===== src/rtl/regfile_mp.sv =====
// Multi-port register file: two combinational reads, a debug read, and two writes per edge; the PC index aliases R15.
// Reads are zero-latency (optionally bypassed from same-cycle writes); writes and WrCount commit on the rising edge.
module regfile_mp #(
    parameter int DATA_W = 32,
    parameter int ADDR_W = 4,
    parameter int PC_REG = 15,
    parameter int BYPASS = 1
) (
    input  logic              clk,
    input  logic              reset,
    input  logic [ADDR_W-1:0] A1,
    input  logic [ADDR_W-1:0] A2,
    output logic [DATA_W-1:0] RD1,
    output logic [DATA_W-1:0] RD2,
    input  logic              WE3,
    input  logic [ADDR_W-1:0] A3,
    input  logic [DATA_W-1:0] WD3,
    input  logic              WE4,
    input  logic [ADDR_W-1:0] A4,
    input  logic [DATA_W-1:0] WD4,
    input  logic [DATA_W-1:0] R15,
    output logic              PCWr,
    output logic [DATA_W-1:0] PCWrData,
    input  logic [ADDR_W-1:0] DBtheReg,
    output logic [DATA_W-1:0] DBtheRegVal,
    output logic [15:0]       WrCount
);
    localparam int NREG = 2**ADDR_W;
    localparam logic [ADDR_W-1:0] PC_ADDR = ADDR_W'(PC_REG);

    logic [DATA_W-1:0] mem [NREG];
    logic              wr3;
    logic              wr4;
    logic              pc3;
    logic              pc4;

    // Port 4 is dropped when port 3 already owns the same word, so the pair counts once.
    assign wr3 = reset && WE3 && (A3 != PC_ADDR);
    assign wr4 = reset && WE4 && (A4 != PC_ADDR) && !(wr3 && (A3 == A4));
    assign pc3 = reset && WE3 && (A3 == PC_ADDR);
    assign pc4 = reset && WE4 && (A4 == PC_ADDR);

    function automatic logic [DATA_W-1:0] read_word(input logic [ADDR_W-1:0] a);
        if (a == PC_ADDR)
            return R15;
        if ((BYPASS != 0) && wr3 && (A3 == a))
            return WD3;
        if ((BYPASS != 0) && wr4 && (A4 == a))
            return WD4;
        return mem[a];
    endfunction

    always_comb begin
        RD1         = read_word(A1);
        RD2         = read_word(A2);
        DBtheRegVal = read_word(DBtheReg);
    end

    always_comb begin
        PCWr     = pc3 || pc4;
        PCWrData = '0;
        if (pc3)
            PCWrData = WD3;
        else if (pc4)
            PCWrData = WD4;
    end

    // The PC slot is never written, so it stays at its reset value and is optimised away.
    always_ff @(posedge clk or negedge reset) begin
        if (!reset) begin
            for (int i = 0; i < NREG; i++)
                mem[i] <= '0;
        end else begin
            if (wr3)
                mem[A3] <= WD3;
            if (wr4)
                mem[A4] <= WD4;
        end
    end

    always_ff @(posedge clk or negedge reset) begin
        if (!reset)
            WrCount <= '0;
        else
            WrCount <= WrCount + 16'(wr3) + 16'(wr4);
    end
endmodule


===== config.mk =====
export PLATFORM = sky130hd
export DESIGN_NAME = regfile_mp
export DESIGN_NICKNAME = d
export VERILOG_FILES = /design/src/rtl/regfile_mp.sv
export SDC_FILE = /design/constraint.sdc
export NUM_CORES = 2
export LEC_CHECK = 0
export ABC_CLOCK_PERIOD_IN_PS = 2400
export BUFFER_PORTS_ARGS = -buffer_cell sky130_fd_sc_hd__buf_2
export CAP_MARGIN = 20
export CORE_MARGIN = 8
export CORE_UTILIZATION = 50
export DETAILED_ROUTE_END_ITERATION = 8
export PLACE_DENSITY = 0.68
export SYNTH_ARGS = -nofsm -noshare
export SYNTH_HDL_FRONTEND = slang
export SYNTH_SLANG_ARGS = --single-unit

===== constraint.sdc =====
create_clock -name clk -period 2.4 [get_ports clk]
set_clock_uncertainty 0.05 [all_clocks]
set_input_delay 0.24 -clock clk [delete_from_list [all_inputs] [get_ports clk]]
set_output_delay 0.24 -clock clk [all_outputs]
set_load 0.005 [all_outputs]

==> Flow_metrics.wiki <==
{| class="wikitable"
! Metric !! Value
|-
| Number of global-route vias before repair || 38866
|-
| Endpoint type of the worst setup path || primary output
|-
| Gate count of the mapped netlist || 4083
|-
| Post-synth cell types || 52
|-
| Most common library cell in the layout ignoring fill and taps || mux2i_1
|-
| Rel. slew slack || between 30% and 40%
|-
| Die area || between 0.09 and 0.1 sq mm
|-
| Global route overflow || 0
|-
| Crit Reg-Reg Endpoint || WrCount[11]
|-
| Num CTS Buffers || 67
|-
| Critical Path Sink || RD1[13]
|-
| Clock transition time at the flip-flop clock pins of the worst setup and hold paths || about 0.06 ns
|-
| Number of pins exceeding their max-slew limit in the final report || 0
|-
| Area occupied by multi-input gates || roughly 0.027 sq mm
|-
| Top library cells by usage in the layout, fill and taps aside || mux2i_1 (685), dfrtp_1 (528), nor2_1 (460)
|-
| Placer Congestion || 0.955
|-
| Cell type contributing the most total cell area after synthesis || dfrtp_1
|-
| Beginning of the critical path || mem[333]
|-
| Slew at the pin closest to its max-slew limit || a little over 0.9 ns
|-
| Part of the total power dissipated in the clock network || 27.8%
|-
| Residual DRC count || 0
|-
| Maximum number of pins on one net before global-route repair || 157
|-
| Largest cells by area after synthesis || dfrtp_1 (33%), mux2i_1 (17%), mux4_2 (15%)
|-
| Outcome || finished with violations
|-
| Clock latency reported for the late side of the worst-skew pair || 0.61 ns
|-
| Antenna violation net count after detailed routing || 0
|-
| Setup WS post-layout || -0.334 ns
|-
| Vertical die dimension || between 300 and 400 microns
|-
| Core Region || 0.0804 sq mm
|-
| Number of buffers between clock root and the deepest sink || 3
|-
| Critical Path Start Type || flop
|-
| Family of cells with the greatest summed delay on the critical path || multiplexers
|-
| Number of synthesized flops with an enable pin || 0
|-
| Starting density of the core || a little over 50%
|-
| Critical path cell sequence || mux4_2 -> mux2_4 -> a2111oi_4 -> a211oi_4 -> buf_2
|-
| Total Nets Final || between 4000 and 5000
|-
| Critical Path Fanout Max || 2
|-
| CTS H-tree depth || 3
|-
| Synthesized cell area || 0.0406 sq mm
|-
| Stage delay of the slowest cell on the critical path || around 0.46 ns
|-
| WP data required || 2.11 ns
|-
| Port Buf Inserts || between 200 and 300
|-
| CTS root buffer || clkbuf_16
|-
| Sw frac || 33.7%
|-
| Placement Cell Area || roughly 0.046 sq mm
|-
| Reg2reg start || WrCount[0]
|-
| Stages on the worst setup path || 5
|-
| Share of synthesized registers carrying an async set or reset || 100%
|-
| Highest ir drop seen on vdd || around 0.64 mV
|-
| Filler instances || 6178
|-
| Crit-path slowest cell || mux4_2
|-
| Yosys warning count || 0
|-
| Combined global-route utilization of all metal layers || between 30% and 40%
|-
| R2R setup slack || between 0.6 and 0.7 ns
|-
| Tcrit/Tclk final || 114%
|-
| Reg2Reg Depth || 5
|-
| Global-route wire length before repair || 259000 microns
|-
| Predominant post-synthesis flop cell || dfrtp_1
|-
| DRT Wirelength || ~180000 microns
|-
| Part of the power in registers || a little over a third
|-
| Initial antenna violation count || 4
|-
| Number of endpoints failing setup at the final stage || about 90
|-
| DPL Wire Length || approximately 110000 microns
|-
| Number of iterations in the first detailed-routing pass || 9
|-
| Final setup TNS || -14.41 ns
|-
| Violated checks || negative setup slack
|-
| Overall die width || about 300 microns
|-
| Area used by sequential logic in the layout || between 0.01 and 0.015 sq mm
|-
| Fraction of final layout cells sized beyond drive strength 1 || between 30% and 40%
|-
| Critical path buffers and inverters || 1
|-
| Cell area after layout || ~0.052 sq mm
|-
| CP Class || reg -> out
|-
| Row count || around 100
|-
| Initial detailed-routing violation count || approximately 5500
|-
| Ratio of total power to cell area || about 740 mW/mm^2
|-
| Internal Power || approximately 25 mW
|-
| Synthesized netlist net count || roughly 4200
|-
| Syn avg cell area || 9.94 sq um
|-
| NetSw || ~13 mW
|-
| Final critical delay including setup and external delays || between 2 and 3 ns
|-
| Worst Hold Class || in -> reg
|-
| Seq cells post-synth || around 530
|-
| Vias post-DR || roughly 40000
|-
| Area growth from synthesis to layout || 27.1%
|-
| Maximum achievable frequency || about 370 MHz
|-
| TritonCTS sink count || approximately 530
|-
| Data arrival at the endpoint of the critical path || roughly 2.4 ns
|-
| Clock tree from TritonCTS || yes
|-
| Comb power frac || a little under two fifths
|-
| Total power after layout || 38.0 mW
|-
| Post-synthesis sequential area ratio || between 30% and 40%
|-
| Hold violation total from the final report || 0
|-
| IO Count || ~270
|-
| Util after Layout || 64.2%
|-
| Leakage power || approximately 22 nW
|-
| Via density || between 7 and 8
|-
| Area share of the largest cell type after synthesis || between 30 and 40%
|-
| Final routed wire length divided by cell count || around 32 microns
|-
| Max-cap violations || 0
|-
| Unrepaired setup endpoints after global routing || true
|}
## Yosys cell counts, types with 34 or more instances
library cell    n
o22a_1         50
clkbuf_1      281
nand4_1        56
dfrtp_1       528
a22oi_1       103
o211ai_1       49
nand2_1       236
mux4_2        272
a31oi_1       114
o211a_1        54
buf_1          45
o21ai_0       164
a21oi_1       367
nor2_1        472
o22ai_1        34
mux2i_1       690
mux2_2         95
buf_2         199
## flip-flops by register name (all words and copies together) (netlist names)
register / count
mem: 512
WrCount: 16
## timing repair
item,in CTS,in global routing
endpoints found under the hold margin,256,0
pin swaps,200,100
buffers inserted,183,40
gates resized for setup,238,106
hold buffers,30,0
setup endpoints to repair,96,100
gates cloned,2,7
## worst min path at each step
stage / from / to / cells after the start / slack, ns
global route: WD4[30] / mem[62] / 3 / 0.02
floorplan: reset / WrCount[0] / 0 / -0.11
detailed placement: reset / WrCount[0] / 2 / 0.22
finish: WD4[7] / mem[39] / 3 / 0.03
global placement: reset / WrCount[0] / 2 / 0.23
CTS: WD4[2] / mem[34] / 3 / 0.003
## per-stage QoR
| stage | std cells | hold WS, ns | setup WS [ns] |
|---|---|---|---|
| after CTS | 5541 | 0.00298 | -0.334 |
| final | 5590 | 0.0298 | -0.334 |
| after detailed placement | 5220 | 0.224 | -0.431 |
| after global placement | 5220 | 0.226 | -0.431 |
| after global routing | 5585 | 0.0242 | -0.382 |
| after floorplan | 4083 | -0.106 | 0.0823 |
## layer usage
layer  GRT usage, %  vias up  part of all wire (%)
met4           26.4        4                   9.0
met2           55.3     3369                    42
met5              0        -                 0.080
met1           47.4    18869                    34
met3           11.7     1092                    15
li1               -    16084                     -
## kinds of logic after synthesis
logic type	synth area share, %
fa+ha+maj	0.0801
flops	32.5
compound gates	15.7
xor+xnor	0.906
buf+inv	5.91
mux	34.9
simple gates	10.0
## layout make-up
type	count	area share, %
multi-input cells	3009	51.4
flip-flops and latches	528	25.6
repair buffers	866	16.0
clock buffers	99	3.90
well taps	1060	2.57
clock inverters	21	0.475
diodes	6	0.0291
inverters	1	0.0121
## power groups by stage
stage          registers [mW]  clock network [mW]  logic, mW
5_1_grt                  13.7                10.9       14.8
6_report                 13.5                10.6       14.0
2_1_floorplan            12.9                   0       7.98
3_3_place_gp             13.6                   0       11.0
4_1_cts                  13.3                10.6       13.2
3_5_place_dp             13.7                   0       11.2
## worst min-delay path: cells and delay by family
family	cells	cell delay, ns
and+or+nand+nor	1	0.10
buffers and inverters	1	0.25
AOI/OAI and AO/OA	1	0.07
No activity file was read; power rests on OpenSTA's default activity.
